**config.mk**
```make
export PLATFORM = sky130hd
export DESIGN_NAME = spot_scheduler
export DESIGN_NICKNAME = d
export VERILOG_FILES = /design/src/rtl/spot_scheduler.sv
export SDC_FILE = /design/constraint.sdc
export NUM_CORES = 1
export LEC_CHECK = 0
export ABC_CLOCK_PERIOD_IN_PS = 34000
export BUFFER_PORTS_ARGS = -buffer_cell sky130_fd_sc_hd__buf_2
export CAP_MARGIN = 0
export CORE_MARGIN = 3
export CORE_UTILIZATION = 55
export CTS_CLUSTER_SIZE = 40
export DETAILED_ROUTE_END_ITERATION = 7
export PLACE_DENSITY = 0.72
export RECOVER_POWER = 25
export SYNTH_ARGS = -nofsm -noshare
export SYNTH_HDL_FRONTEND = slang
export SYNTH_SLANG_ARGS = --single-unit
```
**constraint.sdc**
```tcl
create_clock -name clk -period 34 [get_ports clk]
set_clock_uncertainty 0.1 [all_clocks]
set_input_delay 3.4 -clock clk [delete_from_list [all_inputs] [get_ports clk]]
set_output_delay 3.4 -clock clk [all_outputs]
set_load 0.02 [all_outputs]
```
**src/rtl/spot_scheduler.sv**
```systemverilog
// Raster beam counter with four double-buffered spot descriptors.
// Two requesters share a round-robin write port into the shadow copies.

module spot_lane (
    input  logic        clk,
    input  logic        rst,
    input  logic        wr_en_i,
    input  logic [2:0]  field_i,
    input  logic [10:0] data_i,
    input  logic        load_i,
    input  logic [10:0] h_i,
    input  logic [9:0]  v_i,
    output logic        hit_o
);
    typedef struct packed {
        logic [10:0] hpos;
        logic [9:0]  width;
        logic [9:0]  vpos;
        logic [9:0]  height;
        logic        en;
    } desc_t;

    desc_t       sh_q, ac_q;
    logic [11:0] h_end;
    logic [10:0] v_end;

    // The boundary load reads the pre-write shadow, so a same-clock write lands one frame later.
    always_ff @(posedge clk or posedge rst) begin
        if (rst) begin
            sh_q <= '0;
            ac_q <= '0;
        end else begin
            if (load_i) ac_q <= sh_q;
            if (wr_en_i) begin
                case (field_i)
                    3'd0:    sh_q.hpos   <= data_i;
                    3'd1:    sh_q.width  <= data_i[9:0];
                    3'd2:    sh_q.vpos   <= data_i[9:0];
                    3'd3:    sh_q.height <= data_i[9:0];
                    3'd4:    sh_q.en     <= data_i[0];
                    default: ;
                endcase
            end
        end
    end

    // One bit of headroom keeps hpos+width / vpos+height from wrapping.
    assign h_end = {1'b0, ac_q.hpos} + {2'b00, ac_q.width};
    assign v_end = {1'b0, ac_q.vpos} + {1'b0, ac_q.height};
    assign hit_o = ac_q.en
                && (ac_q.hpos < h_i) && ({1'b0, h_i} < h_end)
                && (ac_q.vpos < v_i) && ({1'b0, v_i} < v_end);
endmodule

module spot_scheduler #(
    parameter logic [10:0] H_TOTAL  = 11'd910,
    parameter logic [10:0] H_ACTIVE = 11'd720,
    parameter logic [10:0] H_SYNC   = 11'd64,
    parameter logic [9:0]  V_TOTAL  = 10'd525,
    parameter logic [9:0]  V_ACTIVE = 10'd480,
    parameter logic [9:0]  V_SYNC   = 10'd6
) (
    input  logic        clk,
    input  logic        reset,
    input  logic        req_a_valid,
    output logic        req_a_ready,
    input  logic [1:0]  req_a_idx,
    input  logic [2:0]  req_a_field,
    input  logic [10:0] req_a_data,
    input  logic        req_b_valid,
    output logic        req_b_ready,
    input  logic [1:0]  req_b_idx,
    input  logic [2:0]  req_b_field,
    input  logic [10:0] req_b_data,
    input  logic        enable_out,
    output logic [10:0] h_cnt,
    output logic [9:0]  v_cnt,
    output logic        hsync,
    output logic        vsync,
    output logic        blank,
    output logic [3:0]  spot_hit,
    output logic        video_out
);
    localparam int          NUM_SPOTS = 4;
    localparam logic [10:0] H_LAST    = H_TOTAL - 11'd1;
    localparam logic [9:0]  V_LAST    = V_TOTAL - 10'd1;

    typedef struct packed {
        logic [1:0]  idx;
        logic [2:0]  field;
        logic [10:0] data;
    } wr_req_t;

    logic [10:0]          h_cnt_q, h_cnt_d;
    logic [9:0]           v_cnt_q, v_cnt_d;
    logic                 last_b_q, last_b_d;
    logic [NUM_SPOTS-1:0] hit_q, hit_c, wr_sel;
    logic                 video_q, video_d;
    logic                 frame_end, wr_fire;
    wr_req_t              req_a, req_b, wr;

    assign req_a = '{idx: req_a_idx, field: req_a_field, data: req_a_data};
    assign req_b = '{idx: req_b_idx, field: req_b_field, data: req_b_data};

    // last_b_q == 1 means B was served last, so A wins the next contention.
    always_comb begin
        req_a_ready = req_a_valid && (!req_b_valid || last_b_q);
        req_b_ready = req_b_valid && (!req_a_valid || !last_b_q);
        wr_fire     = req_a_ready || req_b_ready;
        wr          = req_b_ready ? req_b : req_a;
        wr_sel      = wr_fire ? (NUM_SPOTS'(1) << wr.idx) : '0;
        last_b_d    = wr_fire ? req_b_ready : last_b_q;
    end

    always_comb begin
        frame_end = (h_cnt_q == H_LAST) && (v_cnt_q == V_LAST);
        h_cnt_d   = (h_cnt_q == H_LAST) ? 11'd0 : h_cnt_q + 11'd1;
        v_cnt_d   = v_cnt_q;
        if (h_cnt_q == H_LAST) v_cnt_d = (v_cnt_q == V_LAST) ? 10'd0 : v_cnt_q + 10'd1;
        video_d   = enable_out && (|hit_c);
    end

    always_ff @(posedge clk or posedge reset) begin
        if (reset) begin
            h_cnt_q  <= '0;
            v_cnt_q  <= '0;
            last_b_q <= 1'b1;
            hit_q    <= '0;
            video_q  <= 1'b0;
        end else begin
            h_cnt_q  <= h_cnt_d;
            v_cnt_q  <= v_cnt_d;
            last_b_q <= last_b_d;
            hit_q    <= hit_c;
            video_q  <= video_d;
        end
    end

    for (genvar i = 0; i < NUM_SPOTS; i++) begin : g_spot
        spot_lane u_spot (
            .clk     (clk),
            .rst     (reset),
            .wr_en_i (wr_sel[i]),
            .field_i (wr.field),
            .data_i  (wr.data),
            .load_i  (frame_end),
            .h_i     (h_cnt_q),
            .v_i     (v_cnt_q),
            .hit_o   (hit_c[i])
        );
    end

    assign h_cnt     = h_cnt_q;
    assign v_cnt     = v_cnt_q;
    assign hsync     = h_cnt_q < H_SYNC;
    assign vsync     = v_cnt_q < V_SYNC;
    assign blank     = (h_cnt_q >= H_ACTIVE) || (v_cnt_q >= V_ACTIVE);
    assign spot_hit  = hit_q;
    assign video_out = video_q;
endmodule

```
==> run metrics, run 1 <==
outcome=complete, but fails checks; failing checks=max-capacitance violations, max-slew violations; Iteration-0 DRC Markers=roughly 1100; CP max stage delay=3370 ps; Power Density=50.2 nW/um2; Rel. slew slack=-309%; nets=between 2000 and 3000; slowest CP cell=clkinvlp_2; Die H=196 um; max-slew violation count=401; Worst Path Arrival=9110 ps; Place WS=26060 ps; Syn Nets=2475; DR DRC count=0; met2 Use GR=approximately two fifths; post-route setup TNS=0 ps; Pre-antenna DRT Iters=5; leading area contributor after synthesis=dfrtp_1; top cells by area, synth=dfrtp_1 (46%), ha_1 (15%), nand2_1 (11%); PortBufs=67; hpwl dp=33900 um; antenna violations before repair=2; Hold Vio Cnt, Final=0; number of global-route vias before repair=15609; clock root buffer=clkbuf_16; commonest non-fill, non-tap cell in the layout=nand2_1; fmax=115 MHz; GR peak layer=met2; DRT Wirelength=49600 um; Tmin final=8670 ps; CTS-repair resized insts=0; Vias/cell=5.76; Die Wd=196 um; peak supply drop=0.0357 mV; Top Ports=68; fill count=around 3000; Top cell by count, worst path=buf_4; static leakage=11.4 nW; period utilization=25.5%; Synth cell types=63; CP Capture Type=asynchronous set/reset pin; HP Class=flop to flop; YS warnings=0; mapped cell area=19900 um2; Clock Sink Count=around 360; # H-tree levels=2; peak fanout along the critical path=139; Req. time, crit path=approximately 34000 ps; CTS buffer count=40; grt total ovfl=0; grt met3 use=5.22%; crit path kind=primary input to asynchronous set/reset pin; area of the core=35100 um2; CP startpoint kind=primary input; Clock transition at path regs=60 ps; Die Area=a little under 40000 um2; final weighted congestion in routability-driven placement=0.858; FFs w/ async S/R, synth=100%; clk_lat worst skew=540 ps; ys flop type=dfrtp_1; starting density of the core=56.7%; Hold Buf Count CTS=0; CTS tree=yes; All-Layer GR Usage=26.3%; Syn Area/Cell=9.05 um2; Post-synth EDFFs=0; register area share after synthesis=45.7%; Synth Register Bits=around 360; final setup vio count=0; worst-margin pin slew=6110 ps; Setup Fix Bufs, Post-CTS=0; first-pass GRT wire length=81300 um; post-route ant nets=0; layout cell share with drive strength beyond 1=7.63%; Vias=between 15000 and 20000; Final WS setup=~25000 ps; area added between synthesis and finish=10.7%; commonest non-fill, non-tap cells in the layout=nand2_1 (583), dfrtp_1 (362), ha_1 (236); Global Route met1 Usage=37.1%; Rows=68; worst path cell trace=buf_2, clkinvlp_2, buf_4, buf_4; Post-Synthesis Cells=2194; number of max-cap violations=5; top cell type's share of synthesized area=45.6%; antenna diode count=0; DR WL/cell=18.2 um; clock buffer depth=3; largest net degree at the start of global routing=140; RSZ-0062 raised after global routing=false
[critical path: cells and delay by family]
family	cells	cell delay, ps
buf+inv	4	5490
[metrics by stage]
stage	cells	power, W	instance area [um2]	utilization, %	hold slack, ps
detailed placement	2649	0.000674	20700	59.0	357
global placement	2649	0.000665	20700	59.0	347
global route	2723	0.00116	22000	62.7	383
floorplan	2194	0.000638	19900	-	330
CTS	2722	0.00111	22000	62.8	360
finish	2723	0.00110	22000	62.7	363
[cell type report]
| type | instances | area [um2] | share of cell area, % |
|---|---|---|---|
| Inverter | 66 | 249 | 1.13 |
| Tap cell | 455 | 569 | 2.59 |
| Clock buffer | 58 | 1180 | 5.37 |
| Sequential cell | 363 | 9080 | 41.3 |
| Clock inverter | 15 | 145 | 0.660 |
| Multi-Input combinational cell | 1680 | 10300 | 46.8 |
| Timing Repair Buffer | 86 | 465 | 2.12 |
[final timing paths]
kind / start / to / slack, ps / depth (start not counted)
min: g_spot[0].u_spot.sh_q[34]$_DFFE_PP0P_ / g_spot[0].u_spot.ac_q[34]$_DFFE_PP0P_ / 360 / 2
max reg2reg: h_cnt[1]$_DFF_PP0_ / g_spot[2].u_spot.ac_q[0]$_DFFE_PP0P_ / 26450 / 9
min in group asynchronous: reset / g_spot[0].u_spot.sh_q[4]$_DFFE_PP0P_ / 4670 / 2
max in group clk: req_a_valid / req_b_ready / 26070 / 5
min reg2reg: g_spot[0].u_spot.sh_q[34]$_DFFE_PP0P_ / g_spot[0].u_spot.ac_q[34]$_DFFE_PP0P_ / 360 / 2
max: reset / g_spot[1].u_spot.ac_q[35]$_DFFE_PP0P_ / 25330 / 4
[logic make-up (layout without fill, tap and decap cells)]
| group | after synthesis | in the layout | share of synthesized area [%] |
|---|---|---|---|
| muxes | 13 | 13 | 0.655 |
| AOI/OAI and AO/OA | 467 | 467 | 13.6 |
| buffers and inverters | 151 | 225 | 2.96 |
| adders and majority gates | 244 | 244 | 15.7 |
| DFF | 363 | 363 | 45.7 |
| xor gates and xnor gates | 76 | 76 | 3.35 |
| and+or+nand+nor | 880 | 880 | 18.0 |
[Yosys cell counts, drive strengths merged, types with 5 or more instances]
| library cell | instances |
|---|---|
| o211ai | 7 |
| o21a | 8 |
| nand4 | 16 |
| or2 | 6 |
| xor2 | 30 |
| o21bai | 9 |
| o31ai | 5 |
| a211oi | 8 |
| nand2b | 13 |
| nor3b | 7 |
| fa | 8 |
| clkbuf | 68 |
| nor2b | 12 |
| nor3 | 12 |
| nor2 | 181 |
| inv | 66 |
| a21oi | 225 |
| mux2i | 13 |
| nand2 | 583 |
| a21o | 43 |
| dfrtp | 362 |
| ha | 236 |
| a211o | 9 |
| xnor2 | 46 |
| buf | 17 |
| and3 | 6 |
| nand3 | 26 |
| o21ai | 118 |
[power by group]
group	leakage (nW)	switching, W	internal [W]
Sequential	4.72	0.0000435	0.000515
Combinational	6.00	0.0000650	0.0000456
Clock	0.653	0.000178	0.000257
Total	11.4	0.000286	0.000818
[routing by layer]
layer	vias up	wire, um
met5	-	49
met3	103	3590
met4	4	1520
li1	7556	-
met1	7562	22100
met2	446	22300
[registers in the layout (all words and copies together), names as in the netlist]
register            count
g_spot.u_spot.sh_q    168
g_spot.u_spot.ac_q    168
video_out               1
spot_hit                4
h_cnt                  11
v_cnt                  10
last_b_q                1
Note: power is estimated with default switching activity, not from simulation.
==> inputs of run 2 (changes only) <==
--- a/config.mk
+++ b/config.mk
@@ -5,7 +5,7 @@
 export SDC_FILE = /design/constraint.sdc
 export NUM_CORES = 1
 export LEC_CHECK = 0
-export ABC_CLOCK_PERIOD_IN_PS = 34000
+export ABC_CLOCK_PERIOD_IN_PS = 8750
 export BUFFER_PORTS_ARGS = -buffer_cell sky130_fd_sc_hd__buf_2
 export CAP_MARGIN = 0
 export CORE_MARGIN = 3
==> constraint.sdc (replaced) <==
create_clock -name clk -period 8.75 [get_ports clk]
set_clock_uncertainty 0.1 [all_clocks]
set_input_delay 0.875 -clock clk [delete_from_list [all_inputs] [get_ports clk]]
set_output_delay 0.875 -clock clk [all_outputs]
set_load 0.02 [all_outputs]
==> run 2 against run 1 <==
  * Highest routed layer is now met4
  * Critical path depth down 1
  * Die area unchanged
  * Critical path type unchanged
  * Clock power rose to 4.0 times the previous value
  * Critical endpoint is now g_spot[2].u_spot.ac_q[33]$_DFFE_PP0P_
  * The flow still finishes with violations (max-capacitance violations, max-slew violations)
  * Clock-buffer cell count up 4
  * Sequential cell count unchanged
  * Via count down 0.68%
==> run metrics, run 2 (same netlist as run 1, synthesis figures left out) <==
outcome=complete, but fails checks; failing checks=max-capacitance violations, max-slew violations; Flop pwr share=50.2%; clock root buffer=clkbuf_16; number of max-cap violations=1; # H-tree levels=2; DRT Wirelength=48400 um; Worst Path Arrival=approximately 4800 ps; first-pass GRT wire length=78900 um; nets=roughly 2500; Power Density=196 nW/um2; CTS-repair resized insts=0; CP startpoint kind=primary input; CTS tree=yes; clk_lat worst skew=around 540 ps; Iteration-0 DRC Markers=1107; Die H=196 um; Req. time, crit path=8180 ps; fmax=185 MHz; worst path cell trace=buf_2, clkinvlp_2, clkbuf_2; slowest CP cell=clkbuf_2; Vias/cell=5.72; final setup vio count=0; CP max stage delay=between 3000 and 4000 ps; crit-path leading delay family=buffers and inverters; Rel. slew slack=-213%; switching share of power=between 20% and 30%; starting density of the core=56.7%; area added between synthesis and finish=10.9%; worst-margin pin slew=4690 ps; max-slew violation count=189; Rows=68; antenna diode count=0; area of the core=35100 um2; DP Area=20700 um2; R2R Setup Slk=4420 ps; Tmin final=~5400 ps; post-route ant nets=0; number of global-route vias before repair=15409; hpwl dp=33500 um; HP Class=primary input to asynchronous set/reset pin; Die Area=38400 um2; Pre-antenna DRT Iters=5; CP Capture Type=asynchronous set/reset pin; Top Ports=between 60 and 70; PortBufs=67; crit path kind=primary input to asynchronous set/reset pin; period utilization=around three fifths; Clock power frac=39.9%; DR DRC count=0; RSZ-0062 raised after global routing=false; Clock transition at path regs=60 ps; Hold Vio Cnt, Final=0; All-Layer GR Usage=between 20 and 30%; Internal=0.00322 W; post-route setup TNS=0 ps; DR WL/cell=17.8 um; CTS buffer count=39; static leakage=11.4 nW; Setup Fix Bufs, Post-CTS=0; Clock Sink Count=363; antenna violations before repair=0; Switch Pwr=0.00109 W; commonest non-fill, non-tap cells in the layout=nand2_1 (582), dfrtp_1 (362), ha_1 (236); grt total ovfl=0; peak supply drop=0.153 mV; fill count=~3000; Comb pwr share=10.0%; largest net degree at the start of global routing=190; layout cell share with drive strength beyond 1=7.64%; final weighted congestion in routability-driven placement=between 0.8 and 0.9; peak fanout along the critical path=between 150 and 200; Hold Buf Count CTS=0; Die Wd=~200 um; post-route cell area=between 20000 and 25000 um2; Vias=15564; CP bufs+invs=3; commonest non-fill, non-tap cell in the layout=nand2_1; clock buffer depth=3
[run 2: power by group through the flow]
stage               sequential [W]  combinational [W]  clock, W
floorplan                  0.00215           0.000330         0
global placement           0.00218           0.000409         0
detailed placement         0.00219           0.000433         0
CTS                        0.00216           0.000437   0.00174
global route               0.00221           0.000504   0.00181
finish                     0.00217           0.000431   0.00172
[run 2: path summary, 6_finish.rpt]
path	start	cells past startpoint	end
max in group clk	g_spot[3].u_spot.ac_q[21]$_DFFE_PP0P_	18	video_out$_DFF_PP0_
setup / recovery	reset	3	g_spot[2].u_spot.ac_q[33]$_DFFE_PP0P_
hold / removal	reset	2	g_spot[1].u_spot.sh_q[15]$_DFFE_PP0P_
hold reg to reg	g_spot[0].u_spot.sh_q[0]$_DFFE_PP0P_	2	g_spot[0].u_spot.ac_q[0]$_DFFE_PP0P_
setup reg to reg	g_spot[3].u_spot.ac_q[21]$_DFFE_PP0P_	18	video_out$_DFF_PP0_
min in group clk	g_spot[0].u_spot.sh_q[0]$_DFFE_PP0P_	2	g_spot[0].u_spot.ac_q[0]$_DFFE_PP0P_
[run 2: layer usage]
metal  vias up  routed length, um  track usage [%]
met3        80               3090             3.45
li1       7546                  -                -
met4         0               1380             7.71
met1      7502              22000             36.5
met5         -                  0                0
met2       436              22000             40.7
[run 2: metrics by stage]
stage / worst slack, ps / power [W] / util (%) / cells / hold WS [ps]
after global routing: 2340 / 0.00452 / 62.9 / 2720 / 317
after CTS: 4450 / 0.00434 / 62.9 / 2720 / 196
after detailed placement: 4470 / 0.00262 / 59.1 / 2650 / 353
after global placement: 4530 / 0.00259 / 59.1 / 2650 / 345
after floorplan: 2910 / 0.00248 / - / 2194 / 330
final: 3350 / 0.00432 / 62.9 / 2720 / 276
[run 2: cell type report]
type	instances	area [um2]	area share [%]
Timing Repair Buffer	86	488	2.21
Tap cell	455	569	2.58
Clock inverter	8	118	0.534
Inverter	66	249	1.13
Sequential cell	363	9080	41.2
Multi-Input combinational cell	1680	10300	46.8
Clock buffer	62	1220	5.56
==> inputs of run 3 (changes only) <==
--- a/config.mk
+++ b/config.mk
@@ -5,7 +5,8 @@
 export SDC_FILE = /design/constraint.sdc
 export NUM_CORES = 1
 export LEC_CHECK = 0
-export ABC_CLOCK_PERIOD_IN_PS = 8750
+export ABC_AREA = 1
+export ABC_CLOCK_PERIOD_IN_PS = 5300
 export BUFFER_PORTS_ARGS = -buffer_cell sky130_fd_sc_hd__buf_2
 export CAP_MARGIN = 0
 export CORE_MARGIN = 3
==> constraint.sdc (replaced) <==
create_clock -name clk -period 5.3 [get_ports clk]
set_clock_uncertainty 0.1 [all_clocks]
set_input_delay 0.53 -clock clk [delete_from_list [all_inputs] [get_ports clk]]
set_output_delay 0.53 -clock clk [all_outputs]
set_load 0.02 [all_outputs]
==> run 3 against run 2 <==
  * The run still ends with max-capacitance violations, max-slew violations left
  * Sequential share of layout area fell by 1.3 points
  * Clock-buffer cell count fell by 5
  * Global-route usage rose by 2.5 points
  * Register-to-register slack got worse by 3000 ps
  * Die area rose by 3.8%
  * Cell area rose by 3.3%
  * Non-clock buffer count fell by 8
  * Via count rose by 8.4%
  * Sequential cell count did not move
  * Critical path depth rose by 1
  * Area after synthesis rose by 3.9%
  * Combinational power rose by 38%
  * Largest cell class unchanged
  * Highest routed layer unchanged
==> run metrics, run 3 <==
area added between synthesis and finish=10.2%; Post-Synthesis Cells=2496; Hold Buf Count CTS=1; crit-path leading delay family=buffers and inverters; grt total ovfl=0; CTS tree=yes; final setup vio count=0; first-pass GRT wire length=87800 um; commonest non-fill, non-tap cells in the layout=nand2_1 (967), dfrtp_1 (362), ha_1 (236); worst path cell trace=dlygate4sd3_1, buf_2, clkinvlp_2, clkbuf_2; Top Ports=68; commonest non-fill, non-tap cell in the layout=nand2_1; peak supply drop=0.179 mV; slowest CP cell=clkbuf_2; Die Area=~40000 um2; clock root buffer=clkbuf_16; Hold Vio Cnt, Final=0; final weighted congestion in routability-driven placement=roughly 0.87; simple-gate area share of the yosys netlist=a little over a fifth; antenna diode count=0; YS warnings=0; top cells by area, synth=dfrtp_1 (44%), nand2_1 (18%), ha_1 (14%); period utilization=73.4%; antenna violations before repair=2; Die H=200 um; max-slew violation count=between 200 and 300; Iteration-0 DRC Markers=1309; Clock Sink Count=363; Final Power=0.00712 W; All-Layer GR Usage=28.0%; Rows=70; static leakage=between 10 and 15 nW; mapped cell area=20600 um2; CTS buffer count=41; peak fanout along the critical path=just under 100; Syn Nets=2777; ys flop type=dfrtp_1; # H-tree levels=2; Vias/cell=5.56; number of global-route vias before repair=16333; RSZ-0062 raised after global routing=false; nets=2817; leading area contributor after synthesis=dfrtp_1; clk_lat worst skew=570 ps; most common cell in the synthesized netlist=nand2_1; Vias=16878; worst-margin pin slew=2500 ps; Power Density=between 300 and 400 nW/um2; hpwl dp=roughly 38000 um; Tmin final=3890 ps; failing checks=max-capacitance violations, max-slew violations; DR WL/cell=18.0 um; Synth cell types=44; area of the core=roughly 37000 um2; number of max-cap violations=3; CP Capture Type=asynchronous set/reset pin; Synth top cells by count=nand2_1 (966), dfrtp_1 (362), ha_1 (236), o21ai_0 (191), inv_1 (158); mux cell area share after synthesis=0.485%; post-synthesis xor/xnor area fraction=between 3 and 4%; register area share after synthesis=44.0%; fmax=257 MHz; CP startpoint kind=primary input; clock buffer depth=3; starting density of the core=56.1%; Synth Register Bits=363; post-route ant nets=0; Pre-antenna DRT Iters=5; Compound-Gate Fraction of Synth Area=10.5%; HP Class=primary input to flop; Req. time, crit path=about 5300 ps; top cell type's share of synthesized area=a little over two fifths; FFs w/ async S/R, synth=100%; Syn Area/Cell=slightly above 8 um2; fill count=about 3200; Worst Path Arrival=about 4000 ps; DRT Wirelength=54500 um; CP max stage delay=approximately 1800 ps; Synth Area in Adders=approximately 15%; DR DRC count=0; largest family of logic cells by synthesized area=simple AND/OR/NAND/NOR gates; Setup Fix Bufs, Post-CTS=0; Rel. slew slack=-66.7%; crit path kind=primary input to asynchronous set/reset pin; CP bufs+invs=4; final hold slack=40.3 ps; layout cell share with drive strength beyond 1=6.74%; PortBufs=67; Die Wd=200 um; Post-synth EDFFs=0; Clock transition at path regs=60 ps; largest net degree at the start of global routing=around 180; CTS-repair resized insts=0; post-route setup TNS=0 ps; outcome=complete, but fails checks
## run 3: cell count changes in the layout (fill, tap and decap cells not counted), moves of 34 or more
cell / previous run / this run
nand2_1: 582 / 967
o21ai_0: 75 / 191
inv_1: 60 / 157
nor2_1: 180 / 90
a21oi_1: 225 / 146
a21o_1: 43 / 9
## run 3: per-stage QoR
step                      utilization, %  instance area, um2  instances  worst slack, ps
final                               61.9               22800       3036             1410
after global routing                61.9               22800       3036              805
after CTS                           62.0               22800       3036             1860
after detailed placement            58.1               21400       2960             1880
after global placement              58.1               21400       2960             1930
after floorplan                        -               20700       2496             -197
## run 3: path summary, 6_finish.rpt
| kind | slack, ps | cells past startpoint | end | startpoint |
|---|---|---|---|---|
| setup / recovery | 1410 | 4 | g_spot[1].u_spot.sh_q[21]$_DFFE_PP0P_ | reset |
| hold / removal | 40 | 2 | last_b_q$_DFFE_PP1N_ | req_a_valid |
| setup reg to reg | 1420 | 10 | g_spot[0].u_spot.sh_q[6]$_DFFE_PP0P_ | last_b_q$_DFFE_PP1N_ |
| hold reg to reg | 360 | 2 | g_spot[1].u_spot.ac_q[19]$_DFFE_PP0P_ | g_spot[1].u_spot.sh_q[19]$_DFFE_PP0P_ |
| max in group clk | 1420 | 10 | g_spot[0].u_spot.sh_q[6]$_DFFE_PP0P_ | last_b_q$_DFFE_PP1N_ |
| min in group asynchronous | 680 | 3 | g_spot[0].u_spot.sh_q[8]$_DFFE_PP0P_ | reset |
## run 3: cells by family after synthesis
group,count (synthesis)
adders and majority gates,244
muxes,10
AOI/OAI and AO/OA,414
DFF,363
buffers and inverters,245
xor gates and xnor gates,73
and+or+nand+nor,1147
## run 3: report_power, final
part / total (W) / switching, W / internal (W)
Clock: 0.00304 / 0.00119 / 0.00186
Combinational: 0.000596 / 0.000375 / 0.000221
Sequential: 0.00348 / 0.000247 / 0.00323
Total: 0.00712 / 0.00181 / 0.00531
## run 3: area by class of cell
type | instances | area, um2 | share of cell area [%]
multi-input combinational | 1888 | 10600 | 46.5
sequential | 363 | 9080 | 39.9
clock buffer | 57 | 1220 | 5.35
inverter | 164 | 622 | 2.73
tap | 468 | 586 | 2.57
timing repair buffer | 78 | 419 | 1.84
clock inverter | 18 | 239 | 1.05
## run 3: routing by layer
metal | global-route usage (%) | routed length, um
met5 | 0 | 0
met2 | 42.9 | 23900
met1 | 40.8 | 25000
met3 | 4.11 | 3590
met4 | 10.4 | 2040
